**src/rtl/vector_checker_pkg.sv**
```systemverilog
// Shared definitions for the in-fabric vector checker: default widths,
// settle time and the run-state encoding.
package vector_checker_pkg;

    localparam int STIM_W_DEF = 2;
    localparam int RESP_W_DEF = 1;
    localparam int DEPTH_DEF  = 16;
    localparam int ADDR_W_DEF = 4;
    localparam int SETTLE_DEF = 5;

    typedef enum logic [2:0] {
        ST_IDLE  = 3'd0,
        ST_LOAD  = 3'd1,
        ST_WAIT  = 3'd2,
        ST_CHECK = 3'd3,
        ST_DONE  = 3'd4
    } state_t;

    function automatic logic is_busy_state(input state_t s);
        return (s == ST_LOAD) || (s == ST_WAIT) || (s == ST_CHECK);
    endfunction

endpackage

```
**src/rtl/vector_mem.sv**
```systemverilog
// Vector store: one stimulus/expected pair per entry, written synchronously
// and read combinationally. Contents survive reset on purpose.
module vector_mem
    import vector_checker_pkg::*;
#(
    parameter int STIM_W = STIM_W_DEF,
    parameter int RESP_W = RESP_W_DEF,
    parameter int DEPTH  = DEPTH_DEF,
    parameter int ADDR_W = ADDR_W_DEF
) (
    input  logic              i_clk,
    input  logic              i_wr_en,
    input  logic [ADDR_W-1:0] i_wr_addr,
    input  logic [STIM_W-1:0] i_wr_stim,
    input  logic [RESP_W-1:0] i_wr_exp,
    input  logic [ADDR_W-1:0] i_rd_addr,
    output logic [STIM_W-1:0] o_rd_stim,
    output logic [RESP_W-1:0] o_rd_exp
);

    logic [STIM_W-1:0] r_stim [DEPTH];
    logic [RESP_W-1:0] r_exp  [DEPTH];

    // Write port
    always_ff @(posedge i_clk) begin
        if (i_wr_en) begin
            r_stim[i_wr_addr] <= i_wr_stim;
            r_exp[i_wr_addr]  <= i_wr_exp;
        end
    end

    assign o_rd_stim = r_stim[i_rd_addr];
    assign o_rd_exp  = r_exp[i_rd_addr];

endmodule

```
**config.mk**
```make
export PLATFORM = sky130hd
export DESIGN_NAME = vector_mem
export DESIGN_NICKNAME = d
export VERILOG_FILES = /design/src/rtl/vector_checker_pkg.sv /design/src/rtl/vector_mem.sv
export SDC_FILE = /design/constraint.sdc
export NUM_CORES = 1
export LEC_CHECK = 0
export CAP_MARGIN = 20
export CORE_MARGIN = 2
export CORE_UTILIZATION = 60
export CTS_CLUSTER_SIZE = 24
export DETAILED_ROUTE_END_ITERATION = 7
export PLACE_DENSITY = 0.88
export SLEW_MARGIN = 40
export SYNTH_ARGS = -nofsm -noshare
export SYNTH_HDL_FRONTEND = slang
export SYNTH_SLANG_ARGS = --single-unit
```
**constraint.sdc**
```tcl
create_clock -name i_clk -period 2.8 [get_ports i_clk]
set_clock_uncertainty 0.1 [all_clocks]
set_input_delay 0.28 -clock i_clk [delete_from_list [all_inputs] [get_ports i_clk]]
set_output_delay 0.28 -clock i_clk [all_outputs]
set_load 0.005 [all_outputs]
```
==> metrics.txt, run 1 <==
# TYPE chip_impl_metric gauge
chip_impl_info{name="result_of_the_run",value="finished clean"} 1
chip_impl_metric{name="multi_input_comb_area",unit="um2"} 495
chip_impl_metric{name="average_size_of_a_mapped_cell",unit="um2"} 19.5
chip_impl_metric{name="finalPower",unit="mW"} 1.19
chip_impl_info{name="worst_hold_path.endpoint",value="r_exp[15]$_DFFE_PP_"} 1
chip_impl_metric{name="filler_cell_count",unit=""} 201
chip_impl_metric{name="synthesis.nets",unit=""} 113
chip_impl_metric{name="drtPass1Iterations",unit=""} 5
chip_impl_metric{name="cp_max_fo",unit=""} 12
chip_impl_metric{name="relSlewSlack",unit=""} 0.601
chip_impl_metric{name="drt_iter0_markers",unit=""} 43
chip_impl_metric{name="core_area",unit="um2"} 3080
chip_impl_metric{name="cts.repair.resized",unit=""} 0
chip_impl_metric{name="gr-total-overflow",unit=""} 0
chip_impl_metric{name="final_period_demand_of_the_worst_path",unit="ns"} 2.64
chip_impl_metric{name="cts_htree_levels",unit=""} 2
chip_impl_metric{name="grt_first_pass_wirelength",unit="um"} 5060
chip_impl_metric{name="cts.sink_count",unit=""} 48
chip_impl_metric{name="power_per_cell_area",unit="nW/um2"} 536
chip_impl_metric{name="finalSetupViolCount",unit=""} 0
chip_impl_info{name="rsz0062_at_grt",value="no"} 1
chip_impl_metric{name="design.final.nets",unit=""} 135
chip_impl_metric{name="cp_data_arrival_time",unit="ns"} 2.26
chip_impl_metric{name="antennaDiodeCount",unit=""} 0
chip_impl_metric{name="hold_viol_final",unit=""} 0
chip_impl_metric{name="synth_seq_cells",unit=""} 48
chip_impl_metric{name="power.static_leakage",unit="nW"} 0.706
chip_impl_info{name="timing.critical_path.to_type",value="output pin"} 1
chip_impl_info{name="tritoncts",value="yes"} 1
chip_impl_metric{name="report.final.slew_viol_count",unit=""} 0
chip_impl_info{name="critical_path.startpoint_type",value="input pin"} 1
chip_impl_metric{name="dieHeight",unit="um"} 61.0
chip_impl_metric{name="fin_tns_setup",unit="ns"} 0
chip_impl_metric{name="route.vias.total",unit=""} 977
chip_impl_metric{name="first_global_vias",unit=""} 1054
chip_impl_metric{name="floorplan.die_area",unit="um2"} 3730
chip_impl_metric{name="seqCellArea",unit="um2"} 1440
chip_impl_metric{name="design.portCount",unit=""} 16
chip_impl_metric{name="initial_core_util",unit=""} 0.634
chip_impl_metric{name="whs",unit="ns"} 0.717
chip_impl_metric{name="post_cts.repair.setup_buffers",unit=""} 0
chip_impl_info{name="timing.setup.critical_path_class",value="in2out"} 1
chip_impl_metric{name="timing.fmax",unit="MHz"} 379
chip_impl_metric{name="synth.yosys.seq_area_share",unit=""} 0.738
chip_impl_metric{name="placement.setup.worst_slack",unit="ns"} 0.158
chip_impl_metric{name="grt_usage",unit=""} 0.207
chip_impl_metric{name="route.detailed.wl_per_inst",unit="um"} 19.0
chip_impl_metric{name="max-cap-violations",unit=""} 0
chip_impl_metric{name="worst_setup_hold_path_clk_slew",unit="ns"} 0.11
chip_impl_metric{name="place.detailed.hpwl",unit="um"} 2280
chip_impl_metric{name="via_per_inst",unit=""} 5.85
chip_impl_metric{name="worstPathRequired",unit="ns"} 2.42
chip_impl_metric{name="synth.lib_cells_used.distinct",unit=""} 15
chip_impl_metric{name="irDropWorstVdd",unit="mV"} 0.461
chip_impl_info{name="timing_startpoint_of_the_critical_path",value="i_rd_addr[0]"} 1
chip_impl_metric{name="route.final.wire_length",unit="um"} 3180
chip_impl_metric{name="post-route-worst-setup-slack",unit="ns"} 0.163
chip_impl_metric{name="synthCells",unit=""} 100
chip_impl_metric{name="largest_net_degree_at_the_start_of_global_routing",unit=""} 17
chip_impl_metric{name="layout_worst_path_cycle_share",unit=""} 0.942
chip_impl_metric{name="min_delay_path_depth",unit=""} 3
chip_impl_metric{name="tritoncts.num_buffers",unit=""} 5
chip_impl_metric{name="synth.yosys.warnings",unit=""} 0
chip_impl_metric{name="std_cell_rows",unit=""} 20
chip_impl_metric{name="ant_nets",unit=""} 0
chip_impl_info{name="root_buffer",value="clkbuf_4"} 1
chip_impl_metric{name="die_w",unit="um"} 61.0
chip_impl_metric{name="place_area",unit="um2"} 2170
chip_impl_metric{name="worst_slew_pin_slew",unit="ns"} 0.597
chip_impl_metric{name="fin_area",unit="um2"} 2220
chip_impl_metric{name="syn2layout_area_growth",unit="%"} 13.7
chip_impl_metric{name="max-clock-path-buffers",unit=""} 2
chip_impl_info{name="worstHoldPathType",value="in2reg"} 1
chip_impl_metric{name="drc_errors",unit=""} 0
chip_impl_metric{name="post_synth_instance_area",unit="um2"} 1950
chip_impl_metric{name="hold_buffers",unit=""} 0
chip_impl_metric{name="drive_above_1_share",unit=""} 0.106
chip_impl_metric{name="antenna_found_initial",unit=""} 0
chip_impl_metric{name="port-buffer-count",unit=""} 15
chip_impl_metric{name="placer_congestion_estimate",unit=""} 0.793
chip_impl_info{name="holdCritStartpoint",value="i_wr_addr[3]"} 1
[registers in the layout, indices dropped and copies added, names as in the netlist]
signal and flops:
r_stim 32, r_exp 16
[routing by layer]
metal,wire length (um),vias up,GRT usage
li1,-,461,-
met1,1290,477,0.240
met2,1670,33,0.350
met3,157,6,0.0630
met4,67,0,0.106
met5,0,-,0
[cells in the mapped netlist]
master	instances	area, um2
nor2b_1	2	12.5
nor3_1	4	20.0
a22oi_2	1	12.5
clkbuf_1	1	3.75
mux4_1	8	210
buf_6	1	11.3
nand3_1	7	35.0
a22oi_1	2	15.0
nand2b_1	2	12.5
nand2_1	4	15.0
nand3b_1	2	15.0
mux4_2	4	90.1
nor2_1	13	48.8
or3b_2	1	8.76
edfxtp_1	48	1440
[per-stage QoR]
step | utilization | std cells
after floorplan | - | 100
after global placement | 0.705 | 159
after detailed placement | 0.705 | 159
after CTS | 0.721 | 167
after global routing | 0.721 | 167
final | 0.721 | 167
[power by group]
| group | switching, mW | internal, mW | leakage, nW |
|---|---|---|---|
| sequential | 0.00315 | 0.805 | 0.434 |
| combinational | 0.0483 | 0.0527 | 0.246 |
| clock | 0.183 | 0.0967 | 0.0269 |
| total | 0.234 | 0.954 | 0.706 |
[layout make-up]
class | count | share of cell area
clock buffers | 7 | 0.0203
clock inverters | 1 | 0.00169
multi-input cells | 50 | 0.223
flip-flops and latches | 48 | 0.650
well taps | 44 | 0.0248
repair buffers | 17 | 0.0801
[how the worst max path moves through the flow]
stage	end	slack, ns	cells past startpoint
CTS	o_rd_stim[1]	0.16	6
global route	o_rd_stim[1]	0.07	6
finish	o_rd_stim[1]	0.16	6
detailed placement	o_rd_stim[1]	0.16	6
global placement	o_rd_stim[1]	0.20	6
floorplan	o_rd_stim[0]	1.24	4
[logic make-up after synthesis]
kind of cell,Yosys count,share of synthesized area
compound gates,3,0.0141
buf+inv,2,0.00769
flops,48,0.738
mux,12,0.154
simple gates,35,0.0859
[cells in the final DEF (no fill, tap or decap), drive strengths merged, types with 3 or more instances in the layout]
| cell | instances |
|---|---|
| nor2 | 13 |
| mux4 | 12 |
| clkdlybuf4s50 | 15 |
| nand2 | 4 |
| nand3 | 7 |
| nor3 | 4 |
| edfxtp | 48 |
| a22oi | 3 |
| clkbuf | 7 |
[worst max-delay path, stage by stage]
cell and delay, ns:
clkdlybuf4s50_1 0.51, buf_12 0.16, mux4_1 0.55, a22oi_1 0.19, nand3_1 0.11, clkdlybuf4s50_1 0.45
(Power assumes the default switching activity.)
==> run 2: changes to the inputs <==
Settings changed: CORE_MARGIN 2 to not set, CTS_BUF_LIST set to sky130_fd_sc_hd__clkbuf_2.
==> run 2 against run 1 <==
  * First-iteration DRC count rose by 2.3%
  * Largest power group unchanged
  * Flip-flop and latch count stayed put
  * Final cell count did not move
  * Critical path depth stayed put
==> metrics.txt, run 2 (synthesized netlist as in run 1, its figures left out) <==
# TYPE chip_impl_metric gauge
chip_impl_info{name="result_of_the_run",value="finished clean"} 1
chip_impl_metric{name="largest_register_ff_count",unit=""} 32
chip_impl_metric{name="fin_area",unit="um2"} 2200
chip_impl_metric{name="placer_congestion_estimate",unit=""} 0.819
chip_impl_metric{name="design.portCount",unit=""} 16
chip_impl_metric{name="std_cell_rows",unit=""} 20
chip_impl_info{name="timing_startpoint_of_the_critical_path",value="i_rd_addr[0]"} 1
chip_impl_metric{name="layout_worst_path_cycle_share",unit=""} 0.955
chip_impl_metric{name="drt_iter0_markers",unit=""} 44
chip_impl_info{name="layout_commonest_cell",value="edfxtp_1"} 1
chip_impl_metric{name="grt_first_pass_wirelength",unit="um"} 4960
chip_impl_metric{name="finalPower",unit="mW"} 1.14
chip_impl_metric{name="max-clock-path-buffers",unit=""} 2
chip_impl_metric{name="initial_core_util",unit=""} 0.634
chip_impl_metric{name="drive_above_1_share",unit=""} 0.114
chip_impl_metric{name="gr-total-overflow",unit=""} 0
chip_impl_metric{name="place_area",unit="um2"} 2160
chip_impl_metric{name="whs",unit="ns"} 0.676
chip_impl_info{name="worstHoldPathType",value="in2reg"} 1
chip_impl_metric{name="critical-path-max-stage-delay",unit="ns"} 0.56
chip_impl_metric{name="report.final.slew_viol_count",unit=""} 0
chip_impl_info{name="register_containing_the_most_flip_flops_in_the_final_layout",value="r_stim"} 1
chip_impl_info{name="tritoncts",value="yes"} 1
chip_impl_info{name="holdCritStartpoint",value="i_wr_addr[3]"} 1
chip_impl_metric{name="die_w",unit="um"} 59.0
chip_impl_metric{name="cp_max_fo",unit=""} 6
chip_impl_metric{name="cp_data_arrival_time",unit="ns"} 2.30
chip_impl_metric{name="via_per_inst",unit=""} 5.94
chip_impl_metric{name="final_period_demand_of_the_worst_path",unit="ns"} 2.68
chip_impl_metric{name="drc_errors",unit=""} 0
chip_impl_metric{name="post-route-worst-setup-slack",unit="ns"} 0.125
chip_impl_metric{name="hold_buffers",unit=""} 0
chip_impl_metric{name="drtPass1Iterations",unit=""} 4
chip_impl_metric{name="final_util",unit=""} 0.714
chip_impl_info{name="timing.setup.critical_path_class",value="in2out"} 1
chip_impl_info{name="layout_common_cells",value="48 x edfxtp_1, 15 x clkdlybuf4s50_1, 13 x nor2_1, 8 x mux4_1, 7 x nand3_1"} 1
chip_impl_metric{name="core_area",unit="um2"} 3080
chip_impl_metric{name="route.detailed.wl_per_inst",unit="um"} 18.1
chip_impl_metric{name="post_cts.repair.setup_buffers",unit=""} 0
chip_impl_metric{name="antennaDiodeCount",unit=""} 0
chip_impl_metric{name="ant_nets",unit=""} 0
chip_impl_metric{name="syn2layout_area_growth",unit="%"} 12.6
chip_impl_metric{name="max-cap-violations",unit=""} 0
chip_impl_metric{name="place.detailed.hpwl",unit="um"} 2300
chip_impl_metric{name="port-buffer-count",unit=""} 15
chip_impl_metric{name="power.static_leakage",unit="nW"} 0.703
chip_impl_metric{name="power_per_cell_area",unit="nW/um2"} 518
chip_impl_info{name="critical_path.startpoint_type",value="input pin"} 1
chip_impl_metric{name="relSlewSlack",unit=""} 0.639
chip_impl_info{name="root_buffer",value="clkbuf_2"} 1
chip_impl_metric{name="design.final.nets",unit=""} 136
chip_impl_metric{name="placement.setup.worst_slack",unit="ns"} 0.0820
chip_impl_info{name="reg.largest.list",value="r_stim x32, r_exp x16"} 1
chip_impl_metric{name="floorplan.die_area",unit="um2"} 3490
chip_impl_metric{name="timing.fmax",unit="MHz"} 374
chip_impl_metric{name="final_cell_count_no_fill",unit=""} 167
chip_impl_metric{name="min_delay_path_depth",unit=""} 3
chip_impl_metric{name="worst_slew_pin_slew",unit="ns"} 0.540
chip_impl_metric{name="finalSetupViolCount",unit=""} 0
chip_impl_metric{name="largest_net_degree_at_the_start_of_global_routing",unit=""} 17
chip_impl_metric{name="hold_viol_final",unit=""} 0
chip_impl_metric{name="grt_usage",unit=""} 0.210
chip_impl_metric{name="cts.sink_count",unit=""} 48
chip_impl_metric{name="dieHeight",unit="um"} 59.0
chip_impl_metric{name="cts.repair.resized",unit=""} 0
chip_impl_info{name="worst_path_max_delay_cell",value="mux4_1"} 1
chip_impl_metric{name="route.vias.total",unit=""} 992
chip_impl_metric{name="worst_setup_hold_path_clk_slew",unit="ns"} 0.20
chip_impl_info{name="critical-path-top-cell-by-count",value="clkdlybuf4s50_1"} 1
chip_impl_metric{name="dpl.cell_count",unit=""} 160
chip_impl_info{name="rsz0062_at_grt",value="no"} 1
chip_impl_metric{name="tritoncts.num_buffers",unit=""} 5
chip_impl_metric{name="irDropWorstVdd",unit="mV"} 0.400
chip_impl_metric{name="fin_tns_setup",unit="ns"} 0
chip_impl_info{name="worstPathCellList",value="clkdlybuf4s50_1 > buf_4 > mux4_1 > a22oi_1 > nand3_1 > clkdlybuf4s50_1"} 1
chip_impl_metric{name="worstPathRequired",unit="ns"} 2.42
chip_impl_metric{name="first_global_vias",unit=""} 1011
chip_impl_metric{name="antenna_found_initial",unit=""} 0
chip_impl_metric{name="route.final.wire_length",unit="um"} 3020
chip_impl_metric{name="cts_htree_levels",unit=""} 2
chip_impl_info{name="timing.critical_path.to_type",value="output pin"} 1
[run 2: changes by cell type in the layout (fill, tap and decap cells not counted), sizes merged]
cell    delta
buf        +1
clkbuf     -2
clkinv     +1
[run 2: power breakdown]
group	internal, mW	switching, mW	leakage, nW
Combinational	0.0518	0.0474	0.246
Sequential	0.805	0.00297	0.434
Clock	0.0516	0.180	0.0239
[run 2: final timing paths]
kind | end
setup / recovery | o_rd_stim[1]
hold / removal | r_exp[15]$_DFFE_PP_
[run 2: layout make-up]
type	instances	area, um2
Clock buffer	5	25.0
Clock inverter	2	7.51
Fill cell	208	881
Multi-Input combinational cell	50	495
Sequential cell	48	1440
Tap cell	44	55.1
Timing Repair Buffer	18	173
[run 2: worst max-delay path, delay by kind of cell]
family / cells / cell delay [ns]
buffers and inverters: 3 / 1.10
multiplexers: 1 / 0.56
AO/OA/AOI/OAI: 1 / 0.25
AND/OR/NAND/NOR: 1 / 0.11
[run 2: per-layer routing]
layer	GRT usage	routed length [um]	vias up
met2	0.354	1680	32
met5	0	0	-
li1	-	-	461
met1	0.272	1180	499
met3	0.0590	162	0
met4	0.0578	0	0
==> run 3: changes to the inputs <==
Settings changed: CORE_MARGIN set to 8, SKIP_LAST_GASP set to 1.
==> run 3 against run 2 <==
  * Via count fell by 0.50%
  * Worst hold slack got worse by 0.012 ns
  * Design area rose by 0.51%
  * Clock power rose by 11%
  * Count of clock-buffer cells in the layout rose by 2
  * Power rose by 2.4%
==> metrics.txt, run 3 (synthesized netlist as in run 1, its figures left out) <==
# TYPE chip_impl_metric gauge
chip_impl_info{name="result_of_the_run",value="finished clean"} 1
chip_impl_metric{name="cts.repair.resized",unit=""} 0
chip_impl_info{name="worstHoldPathType",value="in2reg"} 1
chip_impl_metric{name="dieHeight",unit="um"} 73.0
chip_impl_metric{name="gr-total-overflow",unit=""} 0
chip_impl_info{name="critical-path-top-cell-by-count",value="clkdlybuf4s50_1"} 1
chip_impl_metric{name="finalPower",unit="mW"} 1.17
chip_impl_metric{name="tritoncts.num_buffers",unit=""} 5
chip_impl_metric{name="grt_usage",unit=""} 0.132
chip_impl_info{name="timing.critical_path.to_type",value="output pin"} 1
chip_impl_metric{name="placer_congestion_estimate",unit=""} 0.797
chip_impl_metric{name="filler_cell_count",unit=""} 209
chip_impl_metric{name="route.vias.total",unit=""} 987
chip_impl_metric{name="hold_viol_final",unit=""} 0
chip_impl_metric{name="drtPass1Iterations",unit=""} 4
chip_impl_metric{name="route.final.wire_length",unit="um"} 3240
chip_impl_metric{name="port-buffer-count",unit=""} 15
chip_impl_metric{name="cp_max_fo",unit=""} 12
chip_impl_metric{name="place.detailed.hpwl",unit="um"} 2290
chip_impl_metric{name="report.final.slew_viol_count",unit=""} 0
chip_impl_metric{name="floorplan.die_area",unit="um2"} 5330
chip_impl_metric{name="drive_above_1_share",unit=""} 0.122
chip_impl_metric{name="largest_register_ff_count",unit=""} 32
chip_impl_metric{name="multi_input_comb_area",unit="um2"} 495
chip_impl_info{name="worstPathCellList",value="clkdlybuf4s50_1 > buf_12 > mux4_1 > a22oi_1 > nand3_1 > clkdlybuf4s50_1"} 1
chip_impl_metric{name="via_per_inst",unit=""} 5.91
chip_impl_metric{name="drt_iter0_markers",unit=""} 16
chip_impl_metric{name="irDropWorstVdd",unit="mV"} 0.408
chip_impl_metric{name="initial_core_util",unit=""} 0.634
chip_impl_metric{name="whs",unit="ns"} 0.664
chip_impl_metric{name="cts_htree_levels",unit=""} 2
chip_impl_metric{name="hold_buffers",unit=""} 0
chip_impl_metric{name="finalSetupViolCount",unit=""} 0
chip_impl_metric{name="post_cts.repair.setup_buffers",unit=""} 0
chip_impl_info{name="timing.setup.critical_path_class",value="in2out"} 1
chip_impl_metric{name="antenna_found_initial",unit=""} 0
chip_impl_metric{name="final_period_demand_of_the_worst_path",unit="ns"} 2.64
chip_impl_metric{name="max-cap-violations",unit=""} 0
chip_impl_info{name="register_containing_the_most_flip_flops_in_the_final_layout",value="r_stim"} 1
chip_impl_metric{name="critical-path-max-stage-delay",unit="ns"} 0.55
chip_impl_metric{name="layout_worst_path_cycle_share",unit=""} 0.944
chip_impl_metric{name="largest_net_degree_at_the_start_of_global_routing",unit=""} 17
chip_impl_metric{name="route.detailed.wl_per_inst",unit="um"} 19.4
chip_impl_metric{name="power.static_leakage",unit="nW"} 0.710
chip_impl_metric{name="power_per_cell_area",unit="nW/um2"} 528
chip_impl_metric{name="drc_errors",unit=""} 0
chip_impl_metric{name="min_delay_path_depth",unit=""} 3
chip_impl_metric{name="fin_tns_setup",unit="ns"} 0
chip_impl_metric{name="cts.sink_count",unit=""} 48
chip_impl_metric{name="critical_path_buf_inv_count",unit=""} 3
chip_impl_metric{name="worstPathRequired",unit="ns"} 2.42
chip_impl_metric{name="timing.fmax",unit="MHz"} 378
chip_impl_metric{name="design.portCount",unit=""} 16
chip_impl_metric{name="grt_first_pass_wirelength",unit="um"} 5020
chip_impl_metric{name="worst_slew_pin_slew",unit="ns"} 0.580
chip_impl_info{name="rsz0062_at_grt",value="no"} 1
chip_impl_info{name="tritoncts",value="yes"} 1
chip_impl_info{name="root_buffer",value="clkbuf_2"} 1
chip_impl_metric{name="ant_nets",unit=""} 0
chip_impl_metric{name="die_w",unit="um"} 73.0
chip_impl_metric{name="design.final.nets",unit=""} 135
chip_impl_info{name="reg.largest.list",value="r_stim x32, r_exp x16"} 1
chip_impl_metric{name="max-clock-path-buffers",unit=""} 2
chip_impl_info{name="layout_common_cells",value="48 x edfxtp_1, 15 x clkdlybuf4s50_1, 13 x nor2_1, 8 x mux4_1"} 1
chip_impl_metric{name="syn2layout_area_growth",unit="%"} 13.1
chip_impl_metric{name="worst_setup_hold_path_clk_slew",unit="ns"} 0.20
chip_impl_info{name="worst_hold_path.endpoint",value="r_stim[15][1]$_DFFE_PP_"} 1
chip_impl_metric{name="std_cell_rows",unit=""} 20
chip_impl_metric{name="seqCellArea",unit="um2"} 1440
chip_impl_metric{name="antennaDiodeCount",unit=""} 0
chip_impl_info{name="critical_path.top_delay_family",value="buffers and inverters"} 1
chip_impl_info{name="critical_path.startpoint_type",value="input pin"} 1
chip_impl_info{name="worst_path_max_delay_cell",value="mux4_1"} 1
chip_impl_info{name="holdCritStartpoint",value="i_wr_addr[3]"} 1
chip_impl_metric{name="relSlewSlack",unit=""} 0.612
chip_impl_info{name="layout_commonest_cell",value="edfxtp_1"} 1
chip_impl_metric{name="core_area",unit="um2"} 3080
chip_impl_metric{name="first_global_vias",unit=""} 1051
chip_impl_metric{name="cp_data_arrival_time",unit="ns"} 2.26
## run 3: changes by cell type in the layout (fill, tap and decap cells not counted), sizes merged
cell,previous run,this run
clkbuf,5,7
clkinv,2,1
buf,3,2
## run 3: worst max path at each step
stage                       startpoint      endpoint  slack, ns  cells past startpoint
after floorplan           i_rd_addr[1]  o_rd_stim[0]       1.24                      4
after global placement    i_rd_addr[0]      o_rd_exp       0.19                      6
after detailed placement  i_rd_addr[0]  o_rd_stim[1]       0.15                      6
after CTS                 i_rd_addr[0]  o_rd_stim[1]       0.15                      6
after global routing      i_rd_addr[0]  o_rd_stim[1]       0.05                      6
final                     i_rd_addr[0]  o_rd_stim[1]       0.16                      6
## run 3: layout make-up
type,instances,share of cell area
Clock inverter,1,0.00170
Multi-Input combinational cell,50,0.224
Sequential cell,48,0.653
Timing Repair Buffer,17,0.0805
Tap cell,44,0.0249
Clock buffer,7,0.0159
## run 3: metrics by stage
step           instances  cell area [um2]  worst slack, ns   util
2_1_floorplan        100             1950             1.24      -
3_3_place_gp         159             2170            0.189  0.705
3_5_place_dp         159             2170            0.154  0.705
4_1_cts              167             2210            0.154  0.717
5_1_grt              167             2210           0.0538  0.717
6_report             167             2210            0.158  0.717
## run 3: worst min-delay path, delay by kind of cell
kind,cells,cell delay [ns]
AND/OR/NAND/NOR,2,0.27
buffers and inverters,1,0.45
## run 3: power by group
group	switching (mW)	leakage, nW	internal (mW)
Sequential	0.00307	0.434	0.805
Combinational	0.0485	0.246	0.0528
Clock	0.189	0.0306	0.0669
Total	0.241	0.710	0.925
## run 3: metal layers
layer,routed length (um),vias to the layer above,global-route usage
met3,169,5,0.0385
met5,0,-,0
met4,65,0,0.0867
met2,1610,28,0.217
met1,1390,493,0.144
li1,-,461,-
